**src/rtl/dmem_arbiter_if.sv**
```systemverilog
// Bus bundle between the two requesters, the arbiter and the single-port
// data memory. The master side is the requester/memory environment, the
// slave side is the arbiter itself.
interface dmem_arbiter_if;
  // requester 0 (core load/store stage)
  logic        m0_req;
  logic        m0_we;
  logic [31:0] m0_addr;
  logic [31:0] m0_wdata;
  logic [31:0] m0_rdata;
  logic        m0_ack;
  logic        m0_err;
  // requester 1 (program loader / debug port)
  logic        m1_req;
  logic        m1_we;
  logic [31:0] m1_addr;
  logic [31:0] m1_wdata;
  logic [31:0] m1_rdata;
  logic        m1_ack;
  logic        m1_err;
  // single-port memory (synchronous write, combinational read)
  logic [31:0] mem_A;
  logic        mem_WE;
  logic [31:0] mem_WD;
  logic [31:0] mem_RD;

  modport master (
    output m0_req, m0_we, m0_addr, m0_wdata,
    input  m0_rdata, m0_ack, m0_err,
    output m1_req, m1_we, m1_addr, m1_wdata,
    input  m1_rdata, m1_ack, m1_err,
    input  mem_A, mem_WE, mem_WD,
    output mem_RD
  );

  modport slave (
    input  m0_req, m0_we, m0_addr, m0_wdata,
    output m0_rdata, m0_ack, m0_err,
    input  m1_req, m1_we, m1_addr, m1_wdata,
    output m1_rdata, m1_ack, m1_err,
    output mem_A, mem_WE, mem_WD,
    input  mem_RD
  );
endinterface

```
**src/rtl/dmem_arbiter.sv**
```systemverilog
// Two-port arbiter and access sequencer for the single-port data memory.
// Each access takes three cycles: IDLE (grant and latch), ACCESS (memory
// cycle, write commits / read captured at its closing edge) and RESP (one-cycle
// ack to the winner). Misaligned addresses are flagged and never reach memory.
module dmem_arbiter #(
  parameter bit FIXED_PRIORITY = 1'b0
) (
  input  logic    clk,
  input  logic    reset,
  dmem_arbiter_if.slave bus
);

  typedef enum logic [1:0] {
    IDLE   = 2'd0,
    ACCESS = 2'd1,
    RESP   = 2'd2
  } state_t;

  localparam logic [31:0] ZERO_WORD = 32'h0000_0000;

  // Word accesses must sit on a 4-byte boundary.
  function automatic logic is_misaligned(input logic [1:0] low_bits);
    return (low_bits != 2'b00);
  endfunction

  state_t      state_q, state_d;
  logic [31:0] mem_a_q, mem_a_d;
  logic [31:0] mem_wd_q, mem_wd_d;
  logic        we_q, we_d;
  logic        err_q, err_d;
  logic        win_q, win_d;          // 0 = requester 0 owns the access
  logic        last_grant_q, last_grant_d;
  logic        ack0_q, ack0_d;
  logic        ack1_q, ack1_d;
  logic        err0_q, err0_d;
  logic        err1_q, err1_d;
  logic [31:0] rdata0_q, rdata0_d;
  logic [31:0] rdata1_q, rdata1_d;

  logic        grant1_s;
  logic [31:0] access_rdata_s;

  // Pick the winner among the requests currently presented.
  always_comb begin
    grant1_s = 1'b0;
    if (bus.m0_req && bus.m1_req) begin
      if (FIXED_PRIORITY) begin
        grant1_s = 1'b0;
      end else begin
        // whoever was not granted last wins; last_grant resets to 1
        grant1_s = ~last_grant_q;
      end
    end else if (bus.m1_req) begin
      grant1_s = 1'b1;
    end else begin
      grant1_s = 1'b0;
    end
  end

  // Data returned to the winner: memory word for aligned reads, else zero.
  always_comb begin
    access_rdata_s = ZERO_WORD;
    if (we_q || err_q) begin
      access_rdata_s = ZERO_WORD;
    end else begin
      access_rdata_s = bus.mem_RD;
    end
  end

  // Next-state and next-register computation for the access sequencer.
  always_comb begin
    state_d      = state_q;
    mem_a_d      = mem_a_q;
    mem_wd_d     = mem_wd_q;
    we_d         = we_q;
    err_d        = err_q;
    win_d        = win_q;
    last_grant_d = last_grant_q;
    ack0_d       = 1'b0;
    ack1_d       = 1'b0;
    err0_d       = 1'b0;
    err1_d       = 1'b0;
    rdata0_d     = rdata0_q;
    rdata1_d     = rdata1_q;

    case (state_q)
      IDLE: begin
        if (bus.m0_req || bus.m1_req) begin
          win_d        = grant1_s;
          last_grant_d = grant1_s;
          if (grant1_s) begin
            mem_a_d  = bus.m1_addr;
            mem_wd_d = bus.m1_wdata;
            we_d     = bus.m1_we;
            err_d    = is_misaligned(bus.m1_addr[1:0]);
          end else begin
            mem_a_d  = bus.m0_addr;
            mem_wd_d = bus.m0_wdata;
            we_d     = bus.m0_we;
            err_d    = is_misaligned(bus.m0_addr[1:0]);
          end
          state_d = ACCESS;
        end else begin
          state_d = IDLE;
        end
      end

      ACCESS: begin
        // write commits and read data is captured at the edge leaving ACCESS
        if (win_q) begin
          rdata1_d = access_rdata_s;
          ack1_d   = 1'b1;
          err1_d   = err_q;
        end else begin
          rdata0_d = access_rdata_s;
          ack0_d   = 1'b1;
          err0_d   = err_q;
        end
        state_d = RESP;
      end

      RESP: begin
        // requests are not looked at here; the next grant happens in IDLE
        state_d = IDLE;
      end

      default: begin
        state_d = IDLE;
      end
    endcase
  end

  // State and datapath registers with synchronous reset.
  always_ff @(posedge clk) begin
    if (reset) begin
      state_q      <= IDLE;
      mem_a_q      <= ZERO_WORD;
      mem_wd_q     <= ZERO_WORD;
      we_q         <= 1'b0;
      err_q        <= 1'b0;
      win_q        <= 1'b0;
      last_grant_q <= 1'b1;
      ack0_q       <= 1'b0;
      ack1_q       <= 1'b0;
      err0_q       <= 1'b0;
      err1_q       <= 1'b0;
      rdata0_q     <= ZERO_WORD;
      rdata1_q     <= ZERO_WORD;
    end else begin
      state_q      <= state_d;
      mem_a_q      <= mem_a_d;
      mem_wd_q     <= mem_wd_d;
      we_q         <= we_d;
      err_q        <= err_d;
      win_q        <= win_d;
      last_grant_q <= last_grant_d;
      ack0_q       <= ack0_d;
      ack1_q       <= ack1_d;
      err0_q       <= err0_d;
      err1_q       <= err1_d;
      rdata0_q     <= rdata0_d;
      rdata1_q     <= rdata1_d;
    end
  end

  // Write strobe: only in ACCESS, never for misaligned accesses, and killed
  // immediately by reset so an interrupted write cannot commit.
  always_comb begin
    bus.mem_WE = (state_q == ACCESS) & we_q & ~err_q & ~reset;
  end

  assign bus.mem_A    = mem_a_q;
  assign bus.mem_WD   = mem_wd_q;
  assign bus.m0_ack   = ack0_q;
  assign bus.m1_ack   = ack1_q;
  assign bus.m0_err   = err0_q;
  assign bus.m1_err   = err1_q;
  assign bus.m0_rdata = rdata0_q;
  assign bus.m1_rdata = rdata1_q;

endmodule

```
**src/flat_wrapper.sv**
```systemverilog
// flat-port wrapper written by rule: the top's interface ports become plain ports
module dmem_arbiter_flat 
#(
  parameter bit FIXED_PRIORITY = 1'b0
)
  (clk, reset, bus_m0_req, bus_m0_we, bus_m0_addr, bus_m0_wdata, bus_m0_rdata, bus_m0_ack, bus_m0_err, bus_m1_req, bus_m1_we, bus_m1_addr, bus_m1_wdata, bus_m1_rdata, bus_m1_ack, bus_m1_err, bus_mem_A, bus_mem_WE, bus_mem_WD, bus_mem_RD);
  dmem_arbiter_if bus_i ();
  input  logic clk;
  input  logic reset;
  input wire logic [$bits(bus_i.m0_req)-1:0] bus_m0_req;
  input wire logic [$bits(bus_i.m0_we)-1:0] bus_m0_we;
  input wire logic [$bits(bus_i.m0_addr)-1:0] bus_m0_addr;
  input wire logic [$bits(bus_i.m0_wdata)-1:0] bus_m0_wdata;
  output wire logic [$bits(bus_i.m0_rdata)-1:0] bus_m0_rdata;
  output wire logic [$bits(bus_i.m0_ack)-1:0] bus_m0_ack;
  output wire logic [$bits(bus_i.m0_err)-1:0] bus_m0_err;
  input wire logic [$bits(bus_i.m1_req)-1:0] bus_m1_req;
  input wire logic [$bits(bus_i.m1_we)-1:0] bus_m1_we;
  input wire logic [$bits(bus_i.m1_addr)-1:0] bus_m1_addr;
  input wire logic [$bits(bus_i.m1_wdata)-1:0] bus_m1_wdata;
  output wire logic [$bits(bus_i.m1_rdata)-1:0] bus_m1_rdata;
  output wire logic [$bits(bus_i.m1_ack)-1:0] bus_m1_ack;
  output wire logic [$bits(bus_i.m1_err)-1:0] bus_m1_err;
  output wire logic [$bits(bus_i.mem_A)-1:0] bus_mem_A;
  output wire logic [$bits(bus_i.mem_WE)-1:0] bus_mem_WE;
  output wire logic [$bits(bus_i.mem_WD)-1:0] bus_mem_WD;
  input wire logic [$bits(bus_i.mem_RD)-1:0] bus_mem_RD;
  assign bus_i.m0_req = bus_m0_req;
  assign bus_i.m0_we = bus_m0_we;
  assign bus_i.m0_addr = bus_m0_addr;
  assign bus_i.m0_wdata = bus_m0_wdata;
  assign bus_m0_rdata = bus_i.m0_rdata;
  assign bus_m0_ack = bus_i.m0_ack;
  assign bus_m0_err = bus_i.m0_err;
  assign bus_i.m1_req = bus_m1_req;
  assign bus_i.m1_we = bus_m1_we;
  assign bus_i.m1_addr = bus_m1_addr;
  assign bus_i.m1_wdata = bus_m1_wdata;
  assign bus_m1_rdata = bus_i.m1_rdata;
  assign bus_m1_ack = bus_i.m1_ack;
  assign bus_m1_err = bus_i.m1_err;
  assign bus_mem_A = bus_i.mem_A;
  assign bus_mem_WE = bus_i.mem_WE;
  assign bus_mem_WD = bus_i.mem_WD;
  assign bus_i.mem_RD = bus_mem_RD;
  dmem_arbiter #(.FIXED_PRIORITY(FIXED_PRIORITY)) u_core (.clk(clk), .reset(reset), .bus(bus_i));
endmodule
```
**config.mk**
```make
export PLATFORM = sky130hd
export DESIGN_NAME = dmem_arbiter_flat
export DESIGN_NICKNAME = d
export VERILOG_FILES = /design/src/rtl/dmem_arbiter_if.sv /design/src/rtl/dmem_arbiter.sv /design/src/flat_wrapper.sv
export SDC_FILE = /design/constraint.sdc
export NUM_CORES = 1
export LEC_CHECK = 0
export CORE_ASPECT_RATIO = 1.5
export CORE_UTILIZATION = 35
export DETAILED_ROUTE_END_ITERATION = 10
export GPL_TIMING_DRIVEN = 0
export PLACE_DENSITY = 0.84
export SYNTH_ARGS = -nofsm -noshare
export SYNTH_HDL_FRONTEND = slang
export SYNTH_SLANG_ARGS = --single-unit
```
**constraint.sdc**
```tcl
create_clock -name clk -period 1.57 [get_ports clk]
set_clock_uncertainty 0.05 [all_clocks]
set_input_delay 0.2355 -clock clk [delete_from_list [all_inputs] [get_ports clk]]
set_output_delay 0.2355 -clock clk [all_outputs]
set_load 0.1 [all_outputs]
```
==> flow_metrics.py, run 1 <==
metrics = {
    "timing": {
        "finalHoldViolCount": 0,
        "period_share": 1.07,
        "worstMarginPinSlew_ns": 0.729,
        "rsz0062_at_grt": "true",
        "max_freq_ghz": 0.593,
        "setup_viol": 4,
        "maxSlewViolCount": 0,
        "holdWs_ns": 0.251,
        "slew_headroom": 0.514,
        "setup_slack_ns": -0.116,
        "period_needed_ns": 1.69,
        "tns_ns": -0.136,
    },
    "logic_synthesis": {
        "ys_top_cells_by_count": "nand2_1 (191), dfxtp_1 (138), a21oi_1 (131)",
        "yosys.area.top_type": "dfxtp_1",
        "synth_warnings": 0,
        "synthCells": 685,
        "yosysTopAreaCellShare": 0.492,
        "synth_ff_type": "dfxtp_1",
        "syn-cell-area_sq_um": 5620,
        "yosys_register_bits": 138,
        "synth_edf_count": 0,
        "synth_cell_type_count": 26,
        "synth.most_common_cell": "nand2_1",
        "ys_top_cells_by_area": "dfxtp_1 (49%), nand2_1 (13%), a21oi_1 (12%)",
        "syn-num-nets": 851,
        "synth.avg_cell_area_sq_um": 8.20,
        "async_flop_share": 0,
        "synth.yosys.seq_area_share": 0.492,
    },
    "clocking": {
        "cts_tree": "done",
        "cts_buffer_depth": 2,
        "cts-htree-levels": 4,
        "cts_hold_buf": 0,
        "clock-sinks": 138,
        "insertion_delay_ns": 0.40,
        "path_clk_slew_ns": 0.06,
        "clk_root_buffer_cell": "clkbuf_16",
        "cts_buffers": 17,
    },
    "drt": {
        "drc_errors": 0,
        "postRouteAntennaNets": 0,
        "wl_mm": 20.5,
        "first_pass_iters": 7,
        "wl_per_cell_um": 16.8,
        "avgViaCountPerCell": 5.17,
        "initialDrtViolationCount": 285,
        "vias": 6315,
    },
    "floorplanning": {
        "row_count": 56,
        "pin_count": 299,
        "die_w_um": 105,
        "core-area_sq_um": 15700,
        "die_h_um": 157,
        "fp.dieArea_sq_um": 16600,
        "floorplan.initialDensity": 0.358,
    },
    "grt": {
        "antenna_found_initial": 0,
        "grt_usage": 0.248,
        "grt_overflow": 0,
        "grt_pass1_wl_mm": 32.4,
        "grt_max_degree": 17,
        "first_global_vias": 6550,
    },
    "final_layout": {
        "nets": 1171,
        "drive_gt1_frac": 0.251,
        "num_antenna_cells": 0,
        "final_util": 0.574,
        "n_fill_cell": 1510,
        "syn2layout_area_growth_pct": 60.3,
    },
    "power_and_ir_drop": {
        "power.density_nw_per_um2": 1310,
        "switchingPower_mw": 4.65,
        "intPower_mw": 7.16,
        "p_seq_frac": 0.332,
        "p_total_mw": 11.8,
        "switching_share": 0.394,
        "clkPwrFrac": 0.351,
        "power_leakage_nw": 3.76,
        "ir_drop_mv": 0.748,
        "combPwrFrac": 0.317,
    },
    "outcome": {
        "status": "complete, but fails checks",
        "violations": "setup timing",
    },
    "placed_design": {
        "place_congestion": 0.839,
        "pre_cts_slack_ns": -1.02,
        "port_buffers": 297,
        "dp_hpwl_mm": 15.6,
    },
    "critical_path": {
        "worstPathMaxFanout": 6,
        "max_stage_delay_ns": 0.37,
        "crit_type": "reg -> out",
        "cp-end-kind": "output port",
        "worstPathRequired_ns": 1.28,
        "path_cells": "nor3b_4, and3b_2, buf_12",
        "timing.rr.start": "u_core.state_q[0]",
        "startpoint_type": "flip-flop",
        "cpMaxStageDelayCell": "dfxtp_4",
        "cp_data_arrival_time_ns": 1.40,
        "crit_start": "u_core.state_q[1]",
    },
    "worst_hold_path": {
        "hold_start": "bus_m1_req",
        "hp-class": "in -> reg",
    },
    "run": {
        "maxCapViolCount": 0,
    },
}
## kinds of logic after synthesis
family,Yosys count,synth area share
buffers and inverters,72,0.0552
AOI/OAI and AO/OA,202,0.246
muxes,2,0.00356
DFF,138,0.492
and+or+nand+nor,271,0.203
## what timing repair did
action                     CTS  global route
pin swaps                    1             1
setup endpoints to repair  264            99
setup buffers                0             6
gates resized for setup    707            46
## registers in the layout (all words and copies together) (netlist names)
name and flops:
u_core.bus.m0_ack 1, u_core.we_q 1, u_core.last_grant_q 1, u_core.bus.m1_rdata 32
u_core.bus.mem_A 32, u_core.bus.m1_err 1, u_core.bus.m0_rdata 32, u_core.bus.mem_WD 32
u_core.err_q 1, u_core.win_q 1, u_core.state_q 2, u_core.bus.m1_ack 1
u_core.bus.m0_err 1
## cell usage in the layout (no fill, tap or decap), types with 3 or more instances in the layout
master           count
nand2_1            191
clkdlybuf4s50_1    162
buf_2              139
dfxtp_1            135
a21oi_1            131
nand3_1             65
a311oi_1            47
clkbuf_2            27
a311oi_2            17
clkbuf_16           17
clkbuf_1            14
buf_4               11
clkbuf_4             6
inv_6                6
inv_8                4
clkdlybuf4s18_2      4
and2_1               3
clkinvlp_4           3
## layer usage
metal	global-route usage	vias up	wire length, um
met4	0.112	0	654
met5	0	-	0
li1	-	3063	-
met3	0.0547	41	1160
met2	0.478	254	11200
met1	0.251	2957	7430
## critical path, delay by kind of cell, from the launching register on
| family | cells | cell delay [ns] |
|---|---|---|
| AND/OR/NAND/NOR | 2 | 0.45 |
| flip-flops | 1 | 0.37 |
| buffers and inverters | 1 | 0.17 |
## power groups by stage
stage | sequential, mW | clock [mW] | combinational [mW]
after floorplan | 5.77 | 0 | 0.877
after global routing | 3.95 | 4.40 | 3.92
after CTS | 3.92 | 4.22 | 3.71
after detailed placement | 3.99 | 0 | 3.89
final | 3.92 | 4.14 | 3.74
after global placement | 3.98 | 0 | 3.86
## final timing paths
path	cells after the start	endpoint	slack, ns
setup / recovery	3	bus_mem_WE	-0.12
hold / removal	3	u_core.last_grant_q	0.25
setup reg to reg	5	u_core.bus.m0_rdata[20]	-0.01
hold reg to reg	2	u_core.bus.m0_rdata[17]	0.40
## through the flow
step                area (sq um)  instances
detailed placement          8840       1185
CTS                         8940       1216
global placement            8840       1185
floorplan                   5620        685
global route                9000       1221
finish                      9000       1221
## final cells by class
type | count | area, sq um | share of cell area
multi-input cells | 475 | 2590 | 0.288
clock inverters | 15 | 180 | 0.0200
flip-flops and latches | 138 | 2770 | 0.308
inverters | 1 | 3.75 | 0.000417
repair buffers | 303 | 2380 | 0.265
clock buffers | 17 | 425 | 0.0472
well taps | 203 | 254 | 0.0282
plain buffers | 69 | 395 | 0.0439
No activity file was read; power rests on OpenSTA's default activity.
==> run 2, diff against run 1 <==
--- a/config.mk
+++ b/config.mk
@@ -5,6 +5,7 @@
 export SDC_FILE = /design/constraint.sdc
 export NUM_CORES = 1
 export LEC_CHECK = 0
+export CAP_MARGIN = 30
 export CORE_ASPECT_RATIO = 1.5
 export CORE_UTILIZATION = 35
 export DETAILED_ROUTE_END_ITERATION = 10
==> results of run 2 <==
Same layout as run 1: the final DEF is identical, and so are final timing and power.
